<file path="src/rtl/pc_sequencer.sv">
// pc_sequencer: registered program counter with sequential / branch / jump /
// return next-pc selection and an optional circular return-address stack.
// Optional feature macro: PC_SEQUENCER_RAS_EN (builds the RAS). Without it,
// pc_src=3 loads target, call is ignored, ras_empty=1 and ras_err=0.
module pc_sequencer #(
  parameter int WIDTH     = 16,
  parameter int INC       = 2,
  parameter int RESET_PC  = 0,
  parameter int RAS_DEPTH = 4
) (
  input  logic             CLK,
  input  logic             reset,
  input  logic             pc_enable,
  input  logic [1:0]       pc_src,
  input  logic [WIDTH-1:0] offset,
  input  logic [WIDTH-1:0] target,
  input  logic             call,
  output logic [WIDTH-1:0] pc,
  output logic             ras_empty,
  output logic             ras_err
);

  localparam logic [1:0] SRC_SEQ = 2'd0;
  localparam logic [1:0] SRC_BR  = 2'd1;
  localparam logic [1:0] SRC_JMP = 2'd2;
  localparam logic [1:0] SRC_RET = 2'd3;

  logic [WIDTH-1:0] pc_q, pc_d, pc_seq, ret_pc;

  // Fall-through address; also the return address pushed by a call.
  assign pc_seq = pc_q + WIDTH'(INC);

`ifdef PC_SEQUENCER_RAS_EN
  localparam int PW = $clog2(RAS_DEPTH);
  localparam int CW = $clog2(RAS_DEPTH + 1);
  localparam logic [PW-1:0] LAST = PW'(RAS_DEPTH - 1);
  localparam logic [CW-1:0] FULL = CW'(RAS_DEPTH);

  // Circular stack: sp_q is the next free slot, top lives at sp_q-1.
  // When full, the next free slot is the oldest entry, so a push there
  // overwrites the oldest return address.
  logic [WIDTH-1:0] ras_q [RAS_DEPTH];
  logic [PW-1:0]    sp_q, sp_d, sp_inc, sp_dec, wr_idx;
  logic [CW-1:0]    cnt_q, cnt_d;
  logic             err_q, err_d, has_top, do_pop, wr_en;

  assign sp_inc  = (sp_q == LAST) ? '0 : sp_q + PW'(1);
  assign sp_dec  = (sp_q == '0) ? LAST : sp_q - PW'(1);
  assign has_top = (cnt_q != '0);
  assign do_pop  = (pc_src == SRC_RET) && has_top;
  assign ret_pc  = has_top ? ras_q[sp_dec] : pc_seq;

  // Stack pointer / count / error next state; call+return rewrites the top.
  always_comb begin
    sp_d   = sp_q;
    cnt_d  = cnt_q;
    err_d  = err_q;
    wr_en  = 1'b0;
    wr_idx = sp_q;
    if (pc_enable) begin
      if ((pc_src == SRC_RET) && !has_top) err_d = 1'b1;
      if (call && do_pop) begin
        wr_en  = 1'b1;
        wr_idx = sp_dec;
      end else if (call) begin
        wr_en  = 1'b1;
        wr_idx = sp_q;
        sp_d   = sp_inc;
        if (cnt_q == FULL) err_d = 1'b1;
        else               cnt_d = cnt_q + CW'(1);
      end else if (do_pop) begin
        sp_d  = sp_dec;
        cnt_d = cnt_q - CW'(1);
      end
    end
  end

  // Stack control state, cleared asynchronously.
  always_ff @(posedge CLK or posedge reset) begin
    if (reset) begin
      sp_q  <= '0;
      cnt_q <= '0;
      err_q <= 1'b0;
    end else begin
      sp_q  <= sp_d;
      cnt_q <= cnt_d;
      err_q <= err_d;
    end
  end

  // Entry storage; contents are meaningless while count says empty.
  always_ff @(posedge CLK) begin
    if (wr_en) ras_q[wr_idx] <= pc_seq;
  end

  assign ras_empty = ~has_top;
  assign ras_err   = err_q;
`else
  logic unused_call;
  assign unused_call = call;
  assign ret_pc      = target;
  assign ras_empty   = 1'b1;
  assign ras_err     = 1'b0;
`endif

  // Next-pc select; holds when not enabled.
  always_comb begin
    pc_d = pc_q;
    if (pc_enable) begin
      case (pc_src)
        SRC_SEQ: pc_d = pc_seq;
        SRC_BR:  pc_d = pc_q + offset;
        SRC_JMP: pc_d = target;
        SRC_RET: pc_d = ret_pc;
        default: pc_d = pc_q;
      endcase
    end
  end

  // Program counter register.
  always_ff @(posedge CLK or posedge reset) begin
    if (reset) pc_q <= WIDTH'(RESET_PC);
    else       pc_q <= pc_d;
  end

  assign pc = pc_q;

endmodule

</file>
<file path="config.mk">
export PLATFORM = sky130hd
export DESIGN_NAME = pc_sequencer
export DESIGN_NICKNAME = d
export VERILOG_FILES = /design/src/rtl/pc_sequencer.sv
export SDC_FILE = /design/constraint.sdc
export NUM_CORES = 1
export LEC_CHECK = 0
export BUFFER_PORTS_ARGS = -buffer_cell sky130_fd_sc_hd__buf_2
export CELL_PAD_IN_SITES_DETAIL_PLACEMENT = 1
export CELL_PAD_IN_SITES_GLOBAL_PLACEMENT = 2
export CORE_UTILIZATION = 32
export DETAILED_ROUTE_END_ITERATION = 6
export PLACE_DENSITY_LB_ADDON = 0.3
export SETUP_SLACK_MARGIN = 0.02
export SYNTH_ARGS = -nofsm -noshare
export SYNTH_HDL_FRONTEND = slang
export SYNTH_SLANG_ARGS = --single-unit
</file>
<file path="constraint.sdc">
create_clock -name CLK -period 4 [get_ports CLK]
set_clock_uncertainty 0.05 [all_clocks]
set_input_delay 1.2 -clock CLK [delete_from_list [all_inputs] [get_ports CLK]]
set_output_delay 1.2 -clock CLK [all_outputs]
set_load 0.01 [all_outputs]
</file>
After elaboration in Yosys (flattened, before gate mapping) --
Index checks and enable logic that the tools add are counted.
Word-level totals: bits in read-only memories 0, input bits 38, word-level logic and storage cells 9, bits in latches 0, bits in registers 16, memory bits (writable) 0, memories kept 0
Cells by class: multipliers 0, reduce and logical (&&, ||, !) cells 2, bitwise gates (word level) 0, divide/modulo/power cells 0, equality and inequality tests 3, shift-type cells 0, multiplexer cells 1, $add $sub $neg 2, magnitude comparators 0
Operator list (count):
- case mux 16 bit (3 select lines) | 1
- adder 16 bit | 1
- adder 16 x 2 -> 16 bit, second input constant | 1
- equality test 2 bit, second input constant | 2
- equality test 2 x 1 -> 1 bit, second input constant | 1
- logical NOT 2 bit | 1
- OR reduction 2 bit | 1

Logic depth before layout (Yosys ltp) --
word-level depth 3, gate-level depth with buffers 8, gate-level depth less buffers 8

Worst setup path after synthesis --
No wires, ideal clock.
path kind input to register, start input offset[0], end register pc_q[14], in the netlist pc[14], data required time 3824 ps, slack 903 ps, path buffers 0, stages 8, arrival 2921 ps, cell sequence ha_1 fa_1 a211oi_2 o21ai_2 a41oi_2 nor2_1 mux2i_1 o32a_1
On the way: word-level cells in the longest chain between the ends 2
Ends and longest elaborated chain:
- start, declared | line 15 | input logic [WIDTH-1:0] offset,
- adder 16 bit | line 112 | SRC_BR: pc_d = pc_q + offset;
- case mux 16 bit (3 select lines) | line 110 | case (pc_src)
- end signal, assigned | line 122 | if (reset) pc_q <= WIDTH'(RESET_PC);
- end signal, assigned | line 123 | else pc_q <= pc_d;
- end, declared | line 28 | logic [WIDTH-1:0] pc_q, pc_d, pc_seq, ret_pc;
No other way between the ends. A chain may end at the register's enable or synchronous reset.

Final worst setup path --
start input offset[0], end register pc_q[10], in the netlist pc[10]
Same word-level chain as after synthesis.

==> metrics <==
Max Cap Viol=0; post-route core utilization=between 40% and 50%; Reg area=about 400 µm²; Initial DRC Count=83; core area=approximately 5600 µm²; CP max FO=3; GPL Wtd Cong=~0.87; via density per instance=between 5 and 6; Setup violations, final=0; die height=79.6 µm; Largest register FFs=16; clk slew on worst S/H paths=0.07 ns; top_reg_cell synth=dfrtp_1; Layout area overhead=18.6%; Leak=0.995 nW; first-pass iteration count of the detailed router=4; cells after synthesis=245; Top Ports=56; CP arrival=between 3 and 4 ns; synthesized area=between 1500 and 2000 µm²; WL/cell=around 18 µm; # resized after CTS=0; Hold Violations, Final=0; CTS tree=built; EDFF count, synth=0; grt ovf=0; fmax=roughly 310 MHz; status=complete, no violations; CTS Buf Count=3; Post-route DRC=0; Max Slew Vio Count=0; CTS sink cnt=16; H-tree Lvls=1; Die X=just under 80 µm; min cycle time layout=3.19 ns; syn nets=300; footprint of the multi-input gates=about 1400 µm²; crit end category=flop; Sum Neg Setup Slack=0 ns; Synth Warn #=0; clock root buffer=clkbuf_8; Seq/Total Area, Yosys=20.8%; Final period util=~80%; Max VDD drop=roughly 0.00014 V; Detailed Route WL=between 6000 and 7000 µm; CTS max path bufs=2; Yosys cell types=59; WP data required=between 4 and 5 ns; largest net degree at the start of global routing=31; first-pass GRT wire length=between 10000 and 15000 µm; post-CTS setup buffer count=0; pin slew with the least headroom to its limit=~0.7 ns; Buffers on Ports=52; vias=roughly 2100; hpwl dp=~4800 µm; # rows=27; Slew headroom=roughly 52%; GRT Util Overall=between 20% and 30%; share of post-route cells with drive strength above 1=a little under a quarter; fin worst setup slack=a little over 0.8 ns; Initial Util=between 30% and 40%; Synth area leader=dfrtp_1; Startpoint Class=input port; die area=between 6000 and 7000 µm²; RSZ-0062 raised after global routing=no; worst-skew pair later-pin latency=~0.26 ns; area share of the largest cell type after synthesis=20.8%; Inserted Diodes=0; cts hold-fix bufs=0; Async SR Flop Fraction=100%; DRT antenna net count=0; Layout fillers=around 720; vias in the first global route=2042; Critical Setup Path Class=in -> reg; Area contributors post-synth=dfrtp_1 21%, ha_1 10%, xnor2_1 5.5%; total power draw=between 0.0009 and 0.001 W; synthesized area per cell=~7.9 µm²; initial antenna violation count=0; post-place setup slack=~0.55 ns; synthesized flop and latch total=16; Layout Nets=approximately 350; worst hold slack=0.552 ns; pwr dens=396 nW/µm²; Worst Hold Class=reg -> reg
## placed cells by master (no fill, tap or decap), drive strengths merged, types with 4 or more instances in the layout
cell type	n
and3	4
buf	53
nand2	17
a21oi	18
nand4	5
nor2	22
o211ai	5
o21ai	24
xor2	5
nand3	9
nor3	9
nor4	5
a211oi	5
xnor2	12
clkbuf	4
ha	16
dfrtp	16
a21o	7
inv	8
## cell usage after synthesis (all sizes together), types with 7 or more instances
library cell  instances
a21o                  7
ha                   16
nand3                 9
o21ai                24
xnor2                12
a21oi                18
nor2                 22
clkbuf                7
nand2                17
inv                   8
nor3                  9
dfrtp                16
## worst max-delay path: stages
cell and delay [ns]:
buf_2 0.10, ha_1 0.24, fa_1 0.44, a211oi_2 0.37, o21ai_2 0.14, a41oi_2 0.26
xnor2_1 0.13, a221oi_2 0.28, a21oi_1 0.10
## metal layers
layer / GRT usage (%) / part of all wire (%)
met5: 0 / 0
met4: 4.55 / 0.85
met3: 1.83 / 3.9
met2: 35.7 / 47
met1: 29.7 / 48
## stage by stage
step / cell area, µm² / std cells
after global routing: 2280 / 362
after global placement: 2230 / 358
after floorplan: 1930 / 245
final: 2280 / 362
after CTS: 2280 / 362
after detailed placement: 2230 / 358
## layout make-up
type,instances,area share [%]
Clock buffer,4,2.41
Timing Repair Buffer,53,11.7
Tap cell,72,3.95
Multi-Input combinational cell,209,63.1
Sequential cell,16,17.5
Inverter,8,1.32
## path summary, 6_finish.rpt
path                                    from                  to  slack [ns]  depth (start not counted)
max                                offset[0]  pc[10]$_DFFE_PP0P_        0.81                          9
min                        pc[6]$_DFFE_PP0P_   pc[6]$_DFFE_PP0P_        0.55                          1
max reg2reg                pc[0]$_DFFE_PP0P_  pc[10]$_DFFE_PP0P_        1.44                          8
min reg2reg                pc[6]$_DFFE_PP0P_   pc[6]$_DFFE_PP0P_        0.55                          1
max in group asynchronous              reset  pc[11]$_DFFE_PP0P_        2.45                          2
min in group asynchronous              reset   pc[0]$_DFFE_PP0P_        1.00                          2
## power breakdown
group	internal [W]	switching, W	leakage [nW]
clock	0.0000876	0.0000651	0.0288
sequential	0.000193	0.0000629	0.189
combinational	0.000215	0.000280	0.777
## logic make-up (layout without fill, tap and decap cells)
family,after synthesis,count (layout),share of synthesized area (%)
fa+ha+maj,17,17,11.4
flops,16,16,20.8
other cells,2,2,0.390
simple gates,82,82,21.2
buf+inv,20,65,4.42
xor+xnor,17,17,7.73
mux,1,1,0.520
compound gates,90,90,33.5
(Power assumes the default switching activity.)
